==> src/rtl/jtdd_sndcmd_if.sv <==
// Bus bundle between the main-CPU sound-command port and the sound CPU side.
// The master drives CPU writes and the sound-CPU acknowledge; the slave is jtdd_sndcmd.
interface jtdd_sndcmd_if;
    logic       cen;
    logic [7:0] cpu_dout;
    logic       snd_wr;
    logic       rst_req;
    logic       snd_ack;
    logic [7:0] snd_latch;
    logic       snd_irq;
    logic       snd_rstb;
    logic       fifo_full;
    logic       overflow;

    modport master (
        output cen, cpu_dout, snd_wr, rst_req, snd_ack,
        input  snd_latch, snd_irq, snd_rstb, fifo_full, overflow
    );

    modport slave (
        input  cen, cpu_dout, snd_wr, rst_req, snd_ack,
        output snd_latch, snd_irq, snd_rstb, fifo_full, overflow
    );
endinterface

==> src/rtl/jtdd_sndcmd.sv <==
// Sound command FIFO, latch/IRQ handshake and stretched sound-CPU reset
// for the Double Dragon sound subsystem.
module jtdd_sndcmd #(
    parameter int DEPTH  = 4,
    parameter int IRQW   = 8,
    parameter int RSTLEN = 64,
    parameter int ACKTO  = 0
) (
    input  logic           clk,
    input  logic           rst_n,
    jtdd_sndcmd_if.slave   bus
);
    localparam int PW  = $clog2(DEPTH);
    localparam int CW  = PW + 1;
    localparam int RCW = $clog2(RSTLEN + 1);
    localparam int TW  = $clog2(IRQW);
    localparam int AW  = $clog2(ACKTO + 2);

    typedef enum logic [1:0] {
        IDLE     = 2'd0,
        IRQ_HI   = 2'd1,
        WAIT_ACK = 2'd2
    } state_t;

    state_t          state_q, state_d;
    logic [7:0]      mem_q [DEPTH];
    logic [7:0]      mem_d [DEPTH];
    logic [PW-1:0]   wr_ptr_q, wr_ptr_d, rd_ptr_q, rd_ptr_d;
    logic [CW-1:0]   cnt_q, cnt_d;
    logic            full_q, full_d, ovf_q, ovf_d;
    logic [7:0]      latch_q, latch_d;
    logic            irq_q, irq_d, rstb_q, rstb_d;
    logic [RCW-1:0]  rcnt_q, rcnt_d;
    logic [TW-1:0]   timer_q, timer_d;
    logic [AW-1:0]   ato_q, ato_d;
    logic            ack_seen_q, ack_seen_d, ack_prev_q, ack_prev_d;
    logic            rst_s, wr_s, push_s, pop_s, ack_pulse_s;

    // Next-state logic for FIFO, reset stretcher and handshake FSM
    always_comb begin
        state_d    = state_q;
        mem_d      = mem_q;
        latch_d    = latch_q;
        irq_d      = irq_q;
        timer_d    = timer_q;
        ato_d      = ato_q;
        ack_seen_d = ack_seen_q;
        ack_prev_d = bus.snd_ack;

        rst_s       = bus.cen & bus.rst_req;
        wr_s        = bus.cen & bus.snd_wr & ~rst_s;
        ack_pulse_s = bus.snd_ack & ~ack_prev_q;
        pop_s       = (state_q == IDLE) && (cnt_q != {CW{1'b0}}) && rstb_q && !rst_s;
        // A pop in the same cycle frees the slot, so a write at full is still taken
        push_s      = wr_s && (!full_q || pop_s);

        if (rcnt_q != {RCW{1'b0}}) begin
            rcnt_d = rcnt_q - RCW'(1);
        end else begin
            rcnt_d = rcnt_q;
        end
        rstb_d = (rcnt_q <= RCW'(1));

        if (push_s) begin
            mem_d[wr_ptr_q] = bus.cpu_dout;
            wr_ptr_d        = wr_ptr_q + PW'(1);
        end else begin
            wr_ptr_d = wr_ptr_q;
        end
        if (pop_s) begin
            rd_ptr_d = rd_ptr_q + PW'(1);
        end else begin
            rd_ptr_d = rd_ptr_q;
        end
        case ({push_s, pop_s})
            2'b10:   cnt_d = cnt_q + CW'(1);
            2'b01:   cnt_d = cnt_q - CW'(1);
            default: cnt_d = cnt_q;
        endcase
        if (wr_s && !push_s) begin
            ovf_d = 1'b1;
        end else begin
            ovf_d = ovf_q;
        end

        if (rst_s) begin
            rcnt_d   = RCW'(RSTLEN);
            rstb_d   = 1'b0;
            wr_ptr_d = {PW{1'b0}};
            rd_ptr_d = {PW{1'b0}};
            cnt_d    = {CW{1'b0}};
            ovf_d    = 1'b0;
            state_d  = IDLE;
            irq_d    = 1'b0;
        end else if (!rstb_q) begin
            state_d = IDLE;
            irq_d   = 1'b0;
        end else begin
            case (state_q)
                IDLE: begin
                    if (pop_s) begin
                        latch_d    = mem_q[rd_ptr_q];
                        irq_d      = 1'b1;
                        timer_d    = TW'(IRQW - 1);
                        ack_seen_d = 1'b0;
                        state_d    = IRQ_HI;
                    end else begin
                        irq_d = 1'b0;
                    end
                end
                IRQ_HI: begin
                    ack_seen_d = ack_seen_q | ack_pulse_s;
                    if (timer_q == {TW{1'b0}}) begin
                        irq_d = 1'b0;
                        ato_d = AW'(ACKTO);
                        if (ack_seen_q || ack_pulse_s) begin
                            state_d = IDLE;
                        end else begin
                            state_d = WAIT_ACK;
                        end
                    end else begin
                        irq_d   = 1'b1;
                        timer_d = timer_q - TW'(1);
                    end
                end
                WAIT_ACK: begin
                    irq_d = 1'b0;
                    // Timeout treats the byte as consumed so a dead sound CPU cannot stall the queue
                    if (ack_pulse_s) begin
                        state_d = IDLE;
                    end else if ((ACKTO > 32'sd0) && (ato_q == AW'(1))) begin
                        state_d = IDLE;
                    end else if (ato_q != {AW{1'b0}}) begin
                        ato_d = ato_q - AW'(1);
                    end else begin
                        ato_d = ato_q;
                    end
                end
                default: begin
                    state_d = IDLE;
                    irq_d   = 1'b0;
                end
            endcase
        end

        full_d = (cnt_d == CW'(DEPTH));
    end

    // State registers
    always_ff @(posedge clk or negedge rst_n) begin
        if (!rst_n) begin
            state_q    <= IDLE;
            mem_q      <= '{default: 8'h00};
            wr_ptr_q   <= {PW{1'b0}};
            rd_ptr_q   <= {PW{1'b0}};
            cnt_q      <= {CW{1'b0}};
            full_q     <= 1'b0;
            ovf_q      <= 1'b0;
            latch_q    <= 8'h00;
            irq_q      <= 1'b0;
            rstb_q     <= 1'b0;
            rcnt_q     <= RCW'(RSTLEN);
            timer_q    <= {TW{1'b0}};
            ato_q      <= {AW{1'b0}};
            ack_seen_q <= 1'b0;
            ack_prev_q <= 1'b0;
        end else begin
            state_q    <= state_d;
            mem_q      <= mem_d;
            wr_ptr_q   <= wr_ptr_d;
            rd_ptr_q   <= rd_ptr_d;
            cnt_q      <= cnt_d;
            full_q     <= full_d;
            ovf_q      <= ovf_d;
            latch_q    <= latch_d;
            irq_q      <= irq_d;
            rstb_q     <= rstb_d;
            rcnt_q     <= rcnt_d;
            timer_q    <= timer_d;
            ato_q      <= ato_d;
            ack_seen_q <= ack_seen_d;
            ack_prev_q <= ack_prev_d;
        end
    end

    assign bus.snd_latch = latch_q;
    assign bus.snd_irq   = irq_q;
    assign bus.snd_rstb  = rstb_q;
    assign bus.fifo_full = full_q;
    assign bus.overflow  = ovf_q;
endmodule

==> src/flat_wrapper.sv <==
// flat-port wrapper written by rule: the top's interface ports become plain ports
module jtdd_sndcmd_flat 
#(
    parameter int DEPTH  = 4,
    parameter int IRQW   = 8,
    parameter int RSTLEN = 64,
    parameter int ACKTO  = 0
)
  (clk, rst_n, bus_cen, bus_cpu_dout, bus_snd_wr, bus_rst_req, bus_snd_ack, bus_snd_latch, bus_snd_irq, bus_snd_rstb, bus_fifo_full, bus_overflow);
  jtdd_sndcmd_if bus_i ();
  input  logic clk;
  input  logic rst_n;
  input wire logic [$bits(bus_i.cen)-1:0] bus_cen;
  input wire logic [$bits(bus_i.cpu_dout)-1:0] bus_cpu_dout;
  input wire logic [$bits(bus_i.snd_wr)-1:0] bus_snd_wr;
  input wire logic [$bits(bus_i.rst_req)-1:0] bus_rst_req;
  input wire logic [$bits(bus_i.snd_ack)-1:0] bus_snd_ack;
  output wire logic [$bits(bus_i.snd_latch)-1:0] bus_snd_latch;
  output wire logic [$bits(bus_i.snd_irq)-1:0] bus_snd_irq;
  output wire logic [$bits(bus_i.snd_rstb)-1:0] bus_snd_rstb;
  output wire logic [$bits(bus_i.fifo_full)-1:0] bus_fifo_full;
  output wire logic [$bits(bus_i.overflow)-1:0] bus_overflow;
  assign bus_i.cen = bus_cen;
  assign bus_i.cpu_dout = bus_cpu_dout;
  assign bus_i.snd_wr = bus_snd_wr;
  assign bus_i.rst_req = bus_rst_req;
  assign bus_i.snd_ack = bus_snd_ack;
  assign bus_snd_latch = bus_i.snd_latch;
  assign bus_snd_irq = bus_i.snd_irq;
  assign bus_snd_rstb = bus_i.snd_rstb;
  assign bus_fifo_full = bus_i.fifo_full;
  assign bus_overflow = bus_i.overflow;
  jtdd_sndcmd #(.DEPTH(DEPTH), .IRQW(IRQW), .RSTLEN(RSTLEN), .ACKTO(ACKTO)) u_core (.clk(clk), .rst_n(rst_n), .bus(bus_i));
endmodule
==> config.mk <==
export PLATFORM = sky130hd
export DESIGN_NAME = jtdd_sndcmd_flat
export DESIGN_NICKNAME = d
export VERILOG_FILES = /design/src/rtl/jtdd_sndcmd_if.sv /design/src/rtl/jtdd_sndcmd.sv /design/src/flat_wrapper.sv
export SDC_FILE = /design/constraint.sdc
export NUM_CORES = 1
export LEC_CHECK = 0
export ABC_AREA = 1
export CAP_MARGIN = 10
export CORE_AREA = 2 2 81 91
export CTS_CLUSTER_DIAMETER = 30
export DETAILED_ROUTE_END_ITERATION = 12
export DIE_AREA = 0 0 83 93
export GPL_TIMING_DRIVEN = 0
export PLACE_DENSITY = 0.7
export SETUP_SLACK_MARGIN = 0.4
export SLEW_MARGIN = 20
export SYNTH_ARGS = -nofsm -noshare
export SYNTH_HDL_FRONTEND = slang
export SYNTH_SLANG_ARGS = --single-unit
==> constraint.sdc <==
create_clock -name clk -period 4.35 [get_ports clk]
set_clock_uncertainty 0.1 [all_clocks]
set_input_delay 1.0875 -clock clk [delete_from_list [all_inputs] [get_ports clk]]
set_output_delay 1.0875 -clock clk [all_outputs]
set_load 0.02 [all_outputs]
After elaboration in Yosys (flattened, before gate mapping) --
Cells that the tools add are included.
Storage, ports and cells: input bits 14, output and inout bits 12, word-level logic and storage cells 104, flip-flop bits (word level) 65
Cells by class: order comparisons 4, bitwise gates (word level) 9, multiplexer cells 34, add/sub/neg operators 6, reduce and logical (&&, ||, !) cells 24, eq/ne operators 10
Operator list (count):
- 32-bit bitwise mux | 1
- 8-bit 2-to-1 mux | 3
- 2-bit 2-to-1 mux | 10
- 8-bit binary-select mux with 2-bit select | 1
- 8-bit demux with 2-bit select | 1
- 7-bit 2-to-1 mux | 2
- 4-bit != test (second input constant) | 3
- 3-bit case mux with 2 select lines | 2
- 2-bit nonzero test | 5
- 3-bit 2-to-1 mux | 3
- 1-bit 2-to-1 mux | 8
- 4-bit AND reduction | 2
- 7-bit by 1-bit <= comparator with 1-bit output (second input constant) | 1
- 7-bit nonzero test | 1
- 7-bit by 1-bit subtractor with 7-bit output (second input constant) | 1
- 3-bit >= comparator (second input constant) | 2
- 1-bit logical AND | 6
- 2-bit inverter with 3-bit output | 2
- 2-bit case mux with 3 select lines | 1
- 3-bit by 1-bit subtractor with 3-bit output (second input constant) | 2
- 5-bit AND reduction | 1
- 2-bit by 1-bit adder with 2-bit output (second input constant) | 2
- 1-bit AND | 4
- 2-bit by 1-bit equality test with 1-bit output (second input constant) | 2
- 15 further kinds | 21

Logic depth before layout (Yosys ltp) --
Gate-level depths: netlist (run 1).
word-level depth 10, depth in mapped cells 16, depth with buffers taken out 15

Worst setup path before layout (run 1) --
No wires, ideal clock.
path kind input port to flip-flop, from input bus_cen, to register u_core.full_q (netlist: u_core.bus.fifo_full), path buffers 1, setup time 0.124 ns, stages on the path 15, arrival time 2.764 ns, path slack 1.362 ns, required time 4.126 ns, path through nand2_4 -> nand2_2 -> nor2_4 -> nand2_4 -> nand2_4 -> buf_12 -> nand2_1 -> ha_1 -> fa_1 -> nand2_1 -> nand2_1 -> nor2_1 -> inv_1 -> o21ai_0 -> nor2_1
On the way: word-level cells in the longest chain between the ends 9, elaborated cells on any way between the ends 13, classes of those cells eq/ne (3); mux (2); bitwise (4); reduce/logical (4)
RTL lines:
- start: declaration | line flat_wrapper.sv:13 | input wire logic [$bits(bus_i.cen)-1:0] bus_cen;
- 1-bit AND | line jtdd_sndcmd.sv:50 | rst_s = bus.cen & bus.rst_req;
- 1-bit zero test | line jtdd_sndcmd.sv:53 | pop_s = (state_q == IDLE) && (cnt_q != {CW{1'b0}}) && rstb_q && !rst_s;
- 1-bit logical AND | line jtdd_sndcmd.sv:53
- 1-bit logical OR | line jtdd_sndcmd.sv:55 | push_s = wr_s && (!full_q || pop_s);
- 1-bit logical AND | line jtdd_sndcmd.sv:55
- 2-bit by 1-bit equality test with 1-bit output / 2-bit equality test (equally long branches) | line jtdd_sndcmd.sv:75 | case ({push_s, pop_s})
- 3-bit case mux with 2 select lines | line jtdd_sndcmd.sv:75
- 3-bit 2-to-1 mux (*) | line jtdd_sndcmd.sv:86 | if (rst_s) begin
- 3-bit equality test (*) | line jtdd_sndcmd.sv:146 | full_d = (cnt_d == CW'(DEPTH));
- net u_core.full_d | line jtdd_sndcmd.sv:30 | logic full_q, full_d, ovf_q, ovf_d;
- end signal: assignment | line jtdd_sndcmd.sv:173 | full_q <= full_d;
- end: declaration | line jtdd_sndcmd.sv:30
The timed path passes the listed nets; every way through them passes the cells marked *. A chain may end at the register's enable or synchronous reset.

Worst setup path after layout (run 1) --
from input bus_cen, to register u_core.cnt_q[2]
On the way: word-level cells in the longest chain between the ends 8, elaborated cells on any way between the ends 12, classes of those cells eq/ne (2); mux (2); bitwise (4); reduce/logical (4)
RTL lines:
- 1-bit AND | line jtdd_sndcmd.sv:50
- 1-bit zero test | line jtdd_sndcmd.sv:53
- 1-bit logical AND | line jtdd_sndcmd.sv:53
- 1-bit logical OR | line jtdd_sndcmd.sv:55
- 1-bit logical AND | line jtdd_sndcmd.sv:55
- 2-bit by 1-bit equality test with 1-bit output / 2-bit equality test (equally long branches) | line jtdd_sndcmd.sv:75
- 3-bit case mux with 2 select lines | line jtdd_sndcmd.sv:75
- 3-bit 2-to-1 mux (*) | line jtdd_sndcmd.sv:86
- net u_core.cnt_d[2] | line jtdd_sndcmd.sv:29 | logic [CW-1:0] cnt_q, cnt_d;
- end signal: assignment | line jtdd_sndcmd.sv:156 | cnt_q <= {CW{1'b0}};
- end signal: assignment | line jtdd_sndcmd.sv:172 | cnt_q <= cnt_d;
- end: declaration | line jtdd_sndcmd.sv:29
Marked as above.

==> impl.org, run 1 <==
** Outcome
- The run finished with clean final reports.

** Synth
- Top FF cell, synth :: sky130_fd_sc_hd__dfrtp_1
- After synthesis, the netlist uses 30 different library cells.
- Share of async-settable or async-resettable flops after synthesis :: 100%
- Dividing the synthesized area by the synthesized cell count gives 8.48 µm².
- For this run, the register share of the synthesized area comes to 49.4%.
- Number of flops mapped to enable cells by yosys :: 0
- Cell taking the most area after synthesis :: sky130_fd_sc_hd__dfrtp_1
- Summed instance area of the synthesized netlist :: 3300 µm²
- Top post-synthesis cells by area :: sky130_fd_sc_hd__dfrtp_1 (49%), sky130_fd_sc_hd__nand2_1 (14%), sky130_fd_sc_hd__nand4_1 (6.6%)
- Warnings, synthesis :: 0
- Summed over its instances, the top area cell type makes up 48.6% of the synthesized netlist area.
- Number of flip-flops and latches in the synthesized netlist :: 65
- Counting every net in the synthesized netlist gives 413.
- Gate Count Post-Synth :: 389

** Global route
- Antenna violations before repair :: 0
- Entering global routing, the biggest net connects 52 pins.
- After global routing the overflow that remains totals 0.
- Vias in the first global route :: 2,609
- The first global-routing pass estimated 12,700 µm of wire.
- Global routing usage summed across all routing layers :: 20.3%

** Setup path
- The worst setup path is captured at a register.
- In this run the worst path has a maximum fanout of 10.
- Data arrival time of the critical path :: 3.54 ns
- The worst setup path is launched from a primary input.
- For the worst setup path, the data required time is 4.47 ns.
- The worst setup path is of the primary input to register kind.

** Cells and area
- Final cell area excluding filler cells :: 3870 µm²
- Layout Nets :: 450
- Leaving out fill and tap cells, the most frequent cell in the layout is sky130_fd_sc_hd__nand2_1.
- The finished layout holds 516 standard cells, fillers aside.
- Antenna Cells :: 0
- Growth of design area from synthesis to finish :: 17.5%
- Share of post-route cells with drive strength above 1 :: 10.9%
- Commonest cells after routing, fill and taps aside :: sky130_fd_sc_hd__nand2_1 (127), sky130_fd_sc_hd__dfrtp_1 (64), sky130_fd_sc_hd__nor2_1 (36)

** Floorplanning
- Number of placement rows :: 32
- The initial utilization of the core area, before any placement, comes to 48.2%.
- Floorplan die height :: 93 µm
- Core outline area :: 6850 µm²
- Die area :: 7720 µm²
- Count of pins on the block boundary :: 26
- The die is 83 µm wide.

** Timing
- Max-slew headroom at the worst pin :: 71.0%
- For this run, the top clock speed supported by timing is 292 MHz.
- Final-report max-slew violation count :: 0
- The clock period could shrink to 3.42 ns.
- Final sum of negative setup slack :: 0 ns
- RSZ-0062 raised after global routing :: false
- Final setup violating endpoints :: 0
- After layout, the worst path uses 78.6% of the clock period.
- Count of final hold-check violations :: 0
- Slew @ Worst Pin :: 0.436 ns

** Clock network
- After clock tree synthesis, the setup repair step added 0 buffers.
- Hold repair after CTS inserted 0 buffers.
- Worst-path clk slew :: 0.07 ns
- The clock passes through at most 2 buffers.
- Clk sink count :: 65
- After clock tree synthesis, the repair step resized 0 gates.
- CTS placed an instance of sky130_fd_sc_hd__clkbuf_8 at the clock tree root.
- Clock insertion delay at the later pin of the skew report :: 0.34 ns
- CTS H-tree depth :: 3
- Number of buffers created by CTS :: 9
- Clock tree from TritonCTS :: done

** Drt
- Number of remaining DRC errors :: 0
- Wire length per cell :: 13.7 µm
- Total iterations of the first detailed-routing run :: 4
- Sum of routed wire length over all layers :: 7090 µm
- The detail route stage leaves a number of antenna-violating nets equal to 0.
- The first routing iteration left 188 violations.
- Dividing the detail-routed via count by the number of cells gives 5.17.
- DR vias :: 2,669

** Placed design
- Once placement completed, the tool counted placed cells totaling 500.
- At the end of routability-driven placement, the weighted congestion stood at 0.836.
- The placed instances occupy a cell area of 3680 µm².
- HPWL after detailed placement :: 5240 µm
- Buffers placed on the I/O ports in this run total 25.

** Job
- Across the run, the number of max-cap violations was 0.

** Power and ir drop
- Static Leak :: 2.01 nW
- Cell area power density :: 570 nW/µm²
- VDD sags by at most 0.235 mV.

** Min path
- Worst hold-check path type :: register to register
==> state kept, by name (all words and copies together), names as in the netlist <==
register / count
u_core.ack_seen_q: 1
u_core.cnt_q: 3
u_core.mem_q: 32
u_core.state_q: 2
u_core.rcnt_q: 7
u_core.rd_ptr_q: 2
u_core.bus.snd_rstb: 1
u_core.timer_q: 3
u_core.ack_prev_q: 1
u_core.bus.snd_latch: 8
u_core.bus.overflow: 1
u_core.wr_ptr_q: 2
u_core.bus.snd_irq: 1
u_core.bus.fifo_full: 1
==> cell families after synthesis <==
kind of cell	count (synthesis)	synth area share, %
AO/OA/AOI/OAI	38	6.18
XOR/XNOR	2	0.531
adder cells (fa/ha/maj)	10	4.02
buffers and inverters	47	8.31
flip-flops	65	49.4
AND/OR/NAND/NOR	227	31.6
==> cell type report <==
type                            count  area, µm²
Fill cell                         632       2970
Timing Repair Buffer               26        275
Buffer                             17        161
Clock buffer                       10        138
Inverter                           30        113
Sequential cell                    65       1630
Clock inverter                      6       57.6
Tap cell                           85        106
Multi-Input combinational cell    277       1400
==> synth_stat cells (3+ instances only) <==
cell type and instances:
sky130_fd_sc_hd__buf_4 5, sky130_fd_sc_hd__nand2_1 127, sky130_fd_sc_hd__nand2_4 3, sky130_fd_sc_hd__buf_2 5, sky130_fd_sc_hd__inv_2 3, sky130_fd_sc_hd__nand4_1 35, sky130_fd_sc_hd__o22ai_1 9, sky130_fd_sc_hd__dfrtp_1 64
sky130_fd_sc_hd__inv_1 26, sky130_fd_sc_hd__nand3_1 14, sky130_fd_sc_hd__nor2_1 36, sky130_fd_sc_hd__o21ai_0 25, sky130_fd_sc_hd__buf_12 4, sky130_fd_sc_hd__ha_1 9, sky130_fd_sc_hd__a21oi_1 3
==> critical path, cell delays in order <==
cell	delay (ns)
sky130_fd_sc_hd__clkdlybuf4s50_1	0.46
sky130_fd_sc_hd__nand2_4	0.14
sky130_fd_sc_hd__nand2_2	0.08
sky130_fd_sc_hd__nor2_4	0.10
sky130_fd_sc_hd__nand2_4	0.08
sky130_fd_sc_hd__nand2_4	0.08
sky130_fd_sc_hd__buf_12	0.15
sky130_fd_sc_hd__nand2_1	0.12
sky130_fd_sc_hd__ha_1	0.25
sky130_fd_sc_hd__fa_1	0.39
sky130_fd_sc_hd__nand2_1	0.07
sky130_fd_sc_hd__nand2_1	0.05
sky130_fd_sc_hd__nor2_1	0.12
sky130_fd_sc_hd__inv_1	0.06
sky130_fd_sc_hd__o21ai_0	0.22
sky130_fd_sc_hd__inv_1	0.08
==> routing by layer <==
metal	vias up	part of all wire [%]	global-route usage (%)
met4	0	1.5	7.38
li1	1352	-	-
met3	10	4.6	4.15
met1	1244	48	27.8
met5	-	0	0
met2	63	46	32.1
==> where the power goes <==
group / internal [W] / switching, W / leakage [nW]
logic: 0.000307 / 0.000412 / 1.07
clock network: 0.000276 / 0.000236 / 0.102
registers: 0.000828 / 0.000149 / 0.839
total: 0.00141 / 0.000797 / 2.01
==> worst paths after layout <==
| check | start | endpoint | slack [ns] | cells past startpoint |
|---|---|---|---|---|
| worst max-delay path | bus_cen | u_core.cnt_q[2] | 0.93 | 16 |
| worst min-delay path | u_core.mem_q[11] | u_core.mem_q[11] | 0.37 | 2 |
| worst max register to register | u_core.state_q[1] | u_core.cnt_q[2] | 1.75 | 15 |
| worst min register to register | u_core.mem_q[11] | u_core.mem_q[11] | 0.37 | 2 |
| max in group asynchronous | rst_n | u_core.mem_q[17] | 3.13 | 2 |
| min in group asynchronous | rst_n | u_core.rcnt_q[0] | 0.50 | 1 |
==> through the flow <==
step / utilization, % / hold slack, ns / setup WS (ns) / power, W
after floorplan: - / 0.337 / 1.36 / 0.00146
after global routing: 56.6 / 0.395 / 0.758 / 0.00238
after CTS: 56.6 / 0.372 / 0.926 / 0.00222
after detailed placement: 53.7 / 0.355 / 0.572 / 0.00171
after global placement: 53.4 / 0.348 / -0.0997 / 0.00167
final: 56.6 / 0.373 / 0.931 / 0.00221
Note: power is estimated with default switching activity, not from simulation.
==> run 2, diff against run 1 <==
==> constraint.sdc (replaced) <==
create_clock -name clk -period 3.2 [get_ports clk]
set_clock_uncertainty 0.1 [all_clocks]
set_input_delay 0.8 -clock clk [delete_from_list [all_inputs] [get_ports clk]]
set_output_delay 0.8 -clock clk [all_outputs]
set_load 0.02 [all_outputs]
==> impl.org, run 2 (synthesized netlist as in run 1, its figures left out) <==
** Cells and area
- Commonest cells after routing, fill and taps aside :: sky130_fd_sc_hd__nand2_1 (126), sky130_fd_sc_hd__dfrtp_1 (64), sky130_fd_sc_hd__nor2_1 (36)
- The net total in the final layout is 454 (+0.89%).
- The area occupied by multi-input gates came to 1410 µm² (+0.63%).
- Largest register by flop count :: u_core.mem_q
- The final antenna diode count came to 0 (unchanged).
- The number of fillers in the final layout came to 632 (unchanged).
- Max FFs per register :: 32 (unchanged)
- The area used by sequential logic in the layout was 1630 µm² (unchanged).
- Share of post-route cells with drive strength above 1 :: 12.6% (+1.7 points)
- Compared with the post-synthesis result, the final layout area differs by 18.6%.
- Leaving out fill and tap cells, the most frequent cell in the layout is sky130_fd_sc_hd__nand2_1.

** Drt
- DRT antenna net count :: 0 (unchanged)
- The mean routed wirelength per cell was 13.7 µm (-0.24%).
- The via count of the routed design was 2,673 (+0.15%).
- Via-per-instance ratio :: 5.14 (-0.62%)
- Number of remaining DRC errors :: 0 (unchanged)
- The DRC marker count from the first detailed-route iteration was 218 (+16%).
- The total wire length after detailed routing was 7130 µm (+0.54%).
- The number of iterations in the first detailed-routing pass is 4 (unchanged).

** Global route
- The global-route wire length before repair was 12,700 µm (+0.38%).
- The leftover overflow at the end of global routing was 0 (unchanged).
- Global routing usage summed across all routing layers :: 20.3% (+0.057 points)
- Largest net degree at the start of global routing :: 52 (unchanged)
- The initial antenna violation count is 0 (unchanged).
- The number of global-route vias before repair is 2,626 (+0.65%).

** Setup path
- Kind of start point of the critical path :: primary input
- In this run the worst setup path begins at bus_snd_wr.
- CP required :: 3.37 ns (-1.10 ns)
- Kind of capture point of the worst setup path :: register
- The critical path in this run is classified as primary input to register.
- Max FO, Critical Path :: 10 (unchanged)
- Worst reg2reg path depth :: 16 (+1)
- The register-to-register path setup slack was 0.83 ns (-0.92 ns).
- In this run the worst setup path terminates at u_core.bus.fifo_full.
- Data arrival time of the critical path :: 2.85 ns (-0.69 ns)
- Worst r2r src :: u_core.state_q[1]
- In this run the critical register-to-register path is captured at u_core.bus.fifo_full.

** Floorplanning
- The site row count is 32 (unchanged).
- Initial core utilization :: 48.2% (unchanged)
- Count of pins on the block boundary :: 26 (unchanged)
- The total core area is 6850 µm² (unchanged).
- The width of the chip came to 83 µm (unchanged).
- The vertical die dimension came to 93 µm (unchanged).
- Die area :: 7720 µm² (unchanged)

** Timing
- Setup repair after global routing left no endpoint under its margin.
- The worst setup slack after layout was 0.524 ns (-0.406 ns).
- The worst-case hold slack was 0.216 ns (-0.157 ns).
- The total negative setup slack was 0 ns (unchanged).
- The hold violation total from the final report is 0 (unchanged).
- Part of the cycle the worst path needs :: 83.6%
- Max-slew headroom at the worst pin :: 71.0% (about the same)
- For this run, the top clock speed supported by timing is 374 MHz.
- The actual slew at the worst max-slew pin came to 0.435 ns (-0.000494 ns).
- Final-report max-slew violation count :: 0 (unchanged)
- Final setup violating endpoints :: 0 (unchanged)
- The clock period could shrink to 2.68 ns.

** Placed design
- The post-placement worst setup slack is -0.290 ns (-0.863 ns).
- HPWL after detailed placement :: 5240 µm (unchanged)
- The total of buffers placed on input and output ports was 25 (unchanged).
- Routability Congestion :: 0.836 (unchanged)

** Min path
- The min-delay analysis places its worst path in the category primary input to async pin.

** Power and ir drop
- Max IR drop VDD :: 0.319 mV (+36%)
- The power density over cell area was 767 nW/µm² (+35%).
- Static Leak :: 2.03 nW (+1.3%)

** Clock network
- The number of buffers inserted by hold repair at cts was 0 (unchanged).
- The clock-pin slew on the worst setup and hold paths is 0.07 ns (about the same).
- The clock buffer count from CTS came to 9 (unchanged).
- Number of buffers on the longest clock path :: 2 (unchanged)
- The later-pin clock latency in the skew report came to 0.34 ns (about the same).
- CTS H-tree depth :: 3 (unchanged)
- Clk sink count :: 65 (unchanged)
- In this run the clock root is driven by a sky130_fd_sc_hd__clkbuf_8.
- TritonCTS built the clock tree.

** Job
- The max-cap check violation count was 0 (unchanged).

** Outcome
- The run finished with clean final reports.
[run 2: cell types whose count changed in the layout (fill, tap and decap cells not counted), sizes merged]
cell           before  now
buf                17   21
clkdlybuf4s50      24   22
dlygate4sd2         0    2
[run 2: repair_timing]
action,in CTS,in global routing
setup endpoints to repair,3,2
setup buffers,3,1
resized for setup,7,0
pin swaps,2,1
[run 2: area by class of cell]
type,count,area share [%]
clock inverter,6,1.47
multi-input combinational,277,35.9
buffer,17,4.13
timing repair buffer,30,7.74
sequential,65,41.6
clock buffer,10,3.52
inverter,30,2.91
tap,85,2.72
[run 2: per-layer routing]
metal / up-vias / track usage (%) / share of wire [%]
met5: - / 0 / 0
met4: 0 / 7.38 / 0.42
li1: 1362 / - / -
met3: 2 / 4.15 / 5.1
met1: 1253 / 27.9 / 48
met2: 56 / 32.2 / 47
[run 2: how the worst min path moves through the flow]
stage	slack, ns	to
after global placement	0.35	u_core.mem_q[14]
after global routing	0.22	u_core.rcnt_q[5]
after detailed placement	0.36	u_core.mem_q[10]
final	0.22	u_core.rcnt_q[0]
after floorplan	0.34	u_core.mem_q[10]
after CTS	0.21	u_core.rcnt_q[1]
[run 2: metrics by stage]
| step | instance area, µm² | utilization (%) | cells | total power (W) |
|---|---|---|---|---|
| floorplan | 3300 | - | 389 | 0.00198 |
| global placement | 3650 | 53.4 | 499 | 0.00228 |
| detailed placement | 3680 | 53.7 | 500 | 0.00232 |
| CTS | 3910 | 57.0 | 519 | 0.00302 |
| global route | 3910 | 57.1 | 520 | 0.00325 |
| finish | 3910 | 57.1 | 520 | 0.00300 |
[run 2: power breakdown]
part / internal [W] / leakage, nW / total, W / switching [W]
sequential: 0.00113 / 0.839 / 0.00132 / 0.000199
clock: 0.000375 / 0.102 / 0.000693 / 0.000318
combinational: 0.000421 / 1.09 / 0.000984 / 0.000563
[run 2: critical path, cell delays in order]
cell                              delay, ns
sky130_fd_sc_hd__clkdlybuf4s50_1       0.45
sky130_fd_sc_hd__nand2_1               0.09
sky130_fd_sc_hd__nor2_4                0.11
sky130_fd_sc_hd__buf_6                 0.16
sky130_fd_sc_hd__nand2_2               0.09
sky130_fd_sc_hd__ha_2                  0.20
sky130_fd_sc_hd__fa_1                  0.38
sky130_fd_sc_hd__nand2_1               0.07
sky130_fd_sc_hd__nand2_1               0.04
sky130_fd_sc_hd__nor2_1                0.13
sky130_fd_sc_hd__nor2_1                0.06
sky130_fd_sc_hd__nor2_1                0.11
sky130_fd_sc_hd__o21ai_2               0.08
sky130_fd_sc_hd__nor2_1                0.08
==> run 3, diff against run 2 <==
--- a/config.mk
+++ b/config.mk
@@ -12,7 +12,7 @@
 export DETAILED_ROUTE_END_ITERATION = 12
 export DIE_AREA = 0 0 83 93
 export GPL_TIMING_DRIVEN = 0
-export PLACE_DENSITY = 0.7
+export PLACE_DENSITY = 0.73
 export SETUP_SLACK_MARGIN = 0.4
 export SLEW_MARGIN = 20
 export SYNTH_ARGS = -nofsm -noshare
==> constraint.sdc (replaced) <==
create_clock -name clk -period 2.4 [get_ports clk]
set_clock_uncertainty 0.1 [all_clocks]
set_input_delay 0.6 -clock clk [delete_from_list [all_inputs] [get_ports clk]]
set_output_delay 0.6 -clock clk [all_outputs]
set_load 0.02 [all_outputs]
==> impl.org, run 3 (synthesized netlist as in run 1, its figures left out) <==
** Power and ir drop
- The leakage power is 2.22 nW (+9.3%).
- Share of total power in combinational logic :: 31.7% (-1.1 points)
- Post-route total power :: 0.00426 W (+42%)
- Clock network fraction of design power :: 26.6% (+3.5 points)
- Sequential power share :: 41.6% (-2.5 points)
- Max IR drop VDD :: 0.517 mV (+62%)
- The power density over cell area was 1020 nW/µm² (+32%).
- The switching power is 0.00151 W (+40%).
- The switching share of total power is 35.5% (-0.42 points).
- Internal :: 0.00275 W (+43%)

** Min path
- The min-delay analysis places its worst path in the category primary input to async pin.

** Setup path
- The worst setup path is of the primary input to register kind.
- In this run the critical register-to-register path is launched from u_core.state_q[0].
- The maximum fanout along the worst path came to 4 (-6).
- The worst setup path is captured at a register.
- Destination of the critical timing path :: u_core.bus.fifo_full
- The critical path required time is 2.58 ns (-0.79 ns).
- Minimum setup slack among reg-to-reg paths :: 0.17 ns (-0.66 ns)
- The worst path arrival time was 2.43 ns (-0.42 ns).
- In this run the worst setup path begins at bus_cen.
- Worst reg2reg path depth :: 16 (unchanged)
- Kind of start point of the critical path :: primary input
- In this run the critical register-to-register path is captured at u_core.bus.fifo_full.

** Placed design
- Routability Congestion :: 0.843 (+0.87%)
- Post-Place Cell Area :: 3720 µm² (+0.99%)
- The post-placement worst setup slack came to -0.776 ns (-0.485 ns).
- The HPWL reported at the end of detailed placement was 5180 µm (-1.0%).
- Port Buf Inserts :: 25 (unchanged)

** Cells and area
- The final antenna diode count is 0 (unchanged).
- Leaving out fill and tap cells, the most frequent cell in the layout is sky130_fd_sc_hd__nand2_1.
- The finished layout cell area is 4200 µm² (+7.3%).
- From synthesis to final layout, the design area changed by 27.2%.
- In the layout the commonest cells are sky130_fd_sc_hd__nand2_1 (125), sky130_fd_sc_hd__dfrtp_1 (62), sky130_fd_sc_hd__nor2_1 (35), sky130_fd_sc_hd__nand4_1 (35), sky130_fd_sc_hd__buf_4 (34).
- Max FFs per register :: 32 (unchanged)
- More flip-flops sit in one register than any other, and that register is u_core.mem_q.
- The net total in the final layout came to 477 (+5.1%).
- The fraction of final layout cells with drive strength greater than 1 is 19.0% (+6.4 points).

** Timing
- Max-slew headroom at the worst pin :: 72.0% (+1.0 points)
- Slew @ Worst Pin :: 0.420 ns (-0.0153 ns)
- The worst-case hold slack came to 0.0343 ns (-0.182 ns).
- The worst setup slack after layout was 0.155 ns (-0.369 ns).
- Minimum clock period :: 2.24 ns
- The max-slew violation count was 0 (unchanged).
- Setup repair after global routing could not meet its margin everywhere.
- The setup violation total in the final timing report was 0 (unchanged).
- The total negative setup slack is 0 ns (unchanged).
- The hold violation total from the final report is 0 (unchanged).
- Static timing analysis puts the maximum clock frequency at 446 MHz.
- Of the available clock period, the critical path in the final layout requires 93.5%.

** Clock network
- The clock-pin slew on the worst setup and hold paths is 0.07 ns (about the same).
- CTS H-tree depth :: 3 (unchanged)
- TritonCTS built the clock tree.
- The number of buffers inserted by hold repair at cts was 0 (unchanged).
- The later-pin clock latency in the skew report came to 0.35 ns (about the same).
- The number of sinks driven by the clock tree is 65 (unchanged).
- Clock tree synthesis selected as its root buffer the cell sky130_fd_sc_hd__clkbuf_8.
- The buffer depth of the longest clock path came to 2 (unchanged).
- Number of buffers created by CTS :: 9 (unchanged)

** Global route
- The number of global-route vias before repair was 2,877 (+9.6%).
- The global routing usage summed across all routing layers was 21.3% (+0.95 points).
- Largest net degree at the start of global routing :: 45 (-13%)
- The initial antenna violation count came to 0 (unchanged).
- The global-route wire length before repair was 13,200 µm (+3.8%).
- Total congestion overflow :: 0 (unchanged)

** Floorplanning
- The total core area was 6850 µm² (unchanged).
- The site row count was 32 (unchanged).
- Die width :: 83 µm (unchanged)
- The starting utilization of the core area came to 48.2% (unchanged).
- Count of pins on the block boundary :: 26 (unchanged)
- Die area :: 7720 µm² (unchanged)
- The vertical die dimension is 93 µm (unchanged).

** Drt
- Wire length per cell :: 14.6 µm (+6.4%)
- The number of iterations in the first detailed-routing pass came to 5 (+1).
- Drt first-iter violations :: 310 (+42%)
- The remaining antenna violation count is 0 (unchanged).
- Sum of routed wire length over all layers :: 7920 µm (+11%)
- DR vias :: 2,898 (+8.4%)
- Number of remaining DRC errors :: 0 (unchanged)
- The routed via count divided by cell count is 5.34 (+3.8%).

** Job
- The max-cap check violation count came to 0 (unchanged).

** Outcome
- The flow ran to the end, and the final reports show no timing, DRC or antenna violations.
run 3: changes by cell type in the layout (fill, tap and decap cells not counted), moves of 2 or more:
cell | previous run | this run
sky130_fd_sc_hd__buf_4 | 10 | 34
sky130_fd_sc_hd__bufinv_16 | 1 | 3
sky130_fd_sc_hd__clkdlybuf4s50_1 | 22 | 9
sky130_fd_sc_hd__clkinv_2 | 5 | 1
sky130_fd_sc_hd__clkinv_4 | 0 | 2
sky130_fd_sc_hd__dfrtp_1 | 64 | 62
sky130_fd_sc_hd__dfrtp_2 | 0 | 2
sky130_fd_sc_hd__dlygate4sd2_1 | 2 | 12
sky130_fd_sc_hd__nand2_2 | 3 | 1
sky130_fd_sc_hd__nand2_8 | 0 | 2
sky130_fd_sc_hd__nand3_1 | 14 | 12
sky130_fd_sc_hd__nand3_4 | 2 | 4
run 3: per-layer routing:
| layer | share of wire, % | global-route usage [%] | vias to the layer above | routed length, µm |
|---|---|---|---|---|
| li1 | - | - | 1417 | - |
| met4 | 2.6 | 11.1 | 0 | 205 |
| met1 | 43 | 26.4 | 1381 | 3400 |
| met2 | 49 | 36.2 | 82 | 3920 |
| met5 | 0 | 0 | - | 0 |
| met3 | 4.9 | 3.27 | 18 | 391 |
run 3: how the worst min path moves through the flow:
stage | from | endpoint | slack (ns)
global placement | u_core.mem_q[10] | u_core.mem_q[10] | 0.35
floorplan | rst_n | u_core.ack_prev_q | 0.20
finish | rst_n | u_core.rcnt_q[1] | 0.03
detailed placement | u_core.mem_q[14] | u_core.mem_q[14] | 0.35
global route | rst_n | u_core.rcnt_q[1] | 0.05
CTS | rst_n | u_core.rcnt_q[1] | 0.04
run 3: cell type report:
class | instances | area, µm²
fill | 563 | 2650
multi-input combinational | 277 | 1480
tap | 85 | 106
timing repair buffer | 53 | 458
clock buffer | 9 | 124
clock inverter | 7 | 119
inverter | 30 | 118
buffer | 17 | 161
sequential | 65 | 1630
run 3: power groups by stage:
stage                     Sequential (W)  Clock (W)  Combinational (W)
after detailed placement         0.00178          0            0.00132
final                            0.00177    0.00113            0.00135
after CTS                        0.00176    0.00115            0.00132
after global routing             0.00182    0.00119            0.00155
after floorplan                  0.00179          0           0.000864
after global placement           0.00177          0            0.00128
run 3: what timing repair did:
item / CTS / global route
resized for setup: 26 / 10
setup endpoints to repair: 15 / 21
setup buffers: 21 / 6
pin swaps: 12 / 9
run 3: worst max-delay path, stage by stage:
cell	delay [ns]
sky130_fd_sc_hd__buf_4	0.14
sky130_fd_sc_hd__nand2_8	0.08
sky130_fd_sc_hd__nand2_4	0.06
sky130_fd_sc_hd__nor2_4	0.12
sky130_fd_sc_hd__nand2_4	0.09
sky130_fd_sc_hd__nand2_4	0.08
sky130_fd_sc_hd__buf_12	0.11
sky130_fd_sc_hd__nand2_8	0.05
sky130_fd_sc_hd__ha_4	0.16
sky130_fd_sc_hd__fa_2	0.35
sky130_fd_sc_hd__nand2_1	0.08
sky130_fd_sc_hd__nand2_1	0.07
sky130_fd_sc_hd__nor2_2	0.12
sky130_fd_sc_hd__nor2_1	0.05
sky130_fd_sc_hd__nor2_1	0.11
sky130_fd_sc_hd__o21ai_2	0.08
sky130_fd_sc_hd__nor2_1	0.08
run 3: stage by stage:
| stage | cells | utilization [%] |
|---|---|---|
| finish | 543 | 61.3 |
| global route | 543 | 61.3 |
| CTS | 537 | 60.1 |
| detailed placement | 500 | 54.3 |
| global placement | 499 | 53.9 |
| floorplan | 389 | - |
==> edit: new RTL, settings of run 3 <==
`RSTLEN` is set to 64 in 2 places; all go to 128.
--- a/src/rtl/jtdd_sndcmd.sv
+++ b/src/rtl/jtdd_sndcmd.sv
@@ -3,7 +3,7 @@
 module jtdd_sndcmd #(
     parameter int DEPTH  = 4,
     parameter int IRQW   = 8,
-    parameter int RSTLEN = 64,
+    parameter int RSTLEN = 128,
     parameter int ACKTO  = 0
 ) (
     input  logic           clk,
--- a/src/flat_wrapper.sv
+++ b/src/flat_wrapper.sv
@@ -3,7 +3,7 @@
 #(
     parameter int DEPTH  = 4,
     parameter int IRQW   = 8,
-    parameter int RSTLEN = 64,
+    parameter int RSTLEN = 128,
     parameter int ACKTO  = 0
 )
   (clk, rst_n, bus_cen, bus_cpu_dout, bus_snd_wr, bus_rst_req, bus_snd_ack, bus_snd_latch, bus_snd_irq, bus_snd_rstb, bus_fifo_full, bus_overflow);
Formal check against the unedited RTL: same outputs for any inputs over 10 cycles, from zero or initial values and one cycle with rst_n low; that may be too few to reach the edited logic, so the function may still have changed.
==> edit against run 3 <==
Sequential cell count up 1. Fmax is 1.3% higher. Worst setup slack better by 28 ps. Total power shrank 6.8%. Cell area decreased by 1.6%. Area after synthesis grew 1.9%. Wire length increased by 1.0%. Largest power group unchanged. Highest routed layer unchanged.
==> edit: results <==
{
  "fin_crit_sh_pct": 92.36,
  "nonClockBufferCount": 61,
  "floorplan.die_area_sq_mm": 0.007719,
  "weighted_congestion_at_the_end_of_routability_driven_global_placement": 0.7812,
  "power.net_switching_uw": 1437,
  "drt_iter0_markers": 220,
  "grt_use_total_pct": 22.58,
  "sequential_cell_total": 66,
  "worst_pin_slew_ps": 379.9,
  "non_clock_buffer_area_share_pct": 13.21,
  "met3_wirelength_um": 372,
  "finish.utilization_pct": 60.33,
  "dp_slack_ps": -793.1,
  "fraction_of_final_layout_cells_sized_beyond_drive_strength_1_pct": 17.58,
  "vias": 2937,
  "layout.cells.non_filler": 540,
  "global_route_wire_length_before_repair_mm": 13.79,
  "filler_cell_count": 575,
  "power_frac_comb_pct": 34.0,
  "crit-reg2reg-launch": "u_core.state_q[1]",
  "area_share_clock_buf_inv_pct": 4.483,
  "netlist_top_cells_area": "sky130_fd_sc_hd__dfrtp_1 (48%), sky130_fd_sc_hd__nand2_1 (14%), sky130_fd_sc_hd__nand4_1 (6.3%)",
  "grt_pass1_vias": 2982,
  "reg2reg_slack_ps": 190,
  "multi_input_cells": 284,
  "sequential_cell_area_sq_mm": 0.001657,
  "synth-seq-area-share_pct": 49.20,
  "wire_per_inst_um": 14.81,
  "grt.met3_usage_pct": 4.325,
  "seq_power_uw": 1720,
  "crit_path_max_fanout": 3,
  "multiInputGateArea_sq_mm": 0.001520,
  "met2_track_usage_gr_pct": 39.45,
  "post-place-cells": 509,
  "grt_use_met1_pct": 27.13,
  "insertedDiodeCount": 0,
  "reg2reg_depth": 14,
  "syn-num-nets": 422,
  "power.ir.vdd_worst_mv": 0.6785,
  "nets": 475,
  "synthCells": 398,
  "clk_latency_ps": 340,
  "numCtsBuffers": 9,
  "layout.non_clock_inverters": 29,
  "detailroute.wirelength.met2_mm": 4.041,
  "post_synthesis_cell_type_count": 32,
  "postPlaceCellArea_sq_mm": 0.003777,
  "length_of_routed_wiring_on_met1_mm": 3.377,
  "detailedPlacementHpwl_mm": 5.434,
  "cell_leakage_power_uw": 0.002186,
  "status": "finished clean",
  "clock_buffers": 12,
  "synthTopCellsByCount": "sky130_fd_sc_hd__nand2_1 (122), sky130_fd_sc_hd__dfrtp_1 (65), sky130_fd_sc_hd__nor2_1 (41)",
  "cts_max_path_buffers": 2
}
[edit: worst min path at each step]
stage	startpoint	endpoint	slack, ps	cells past startpoint
3_3_place_gp	u_core.mem_q[18]	u_core.mem_q[18]	350	2
6_report	rst_n	u_core.rcnt_q[0]	50	1
4_1_cts	rst_n	u_core.rcnt_q[0]	50	1
3_5_place_dp	u_core.mem_q[19]	u_core.mem_q[19]	350	2
5_1_grt	rst_n	u_core.rcnt_q[0]	70	1
2_1_floorplan	rst_n	u_core.ack_prev_q	200	0
[edit: timing repair]
action                                  in CTS  in global routing
gates resized for setup                     33                  5
buffers inserted                            16                  0
pin swaps                                    9                  2
endpoints found under the setup margin      19                 13
[edit: cells by family after synthesis]
logic type	after synthesis	synth area share, %
AND/OR/NAND/NOR	229	31.43
flip-flops	66	49.20
buffers and inverters	48	7.970
AO/OA/AOI/OAI	42	6.667
adder cells (fa/ha/maj)	10	3.948
XOR/XNOR	3	0.7823
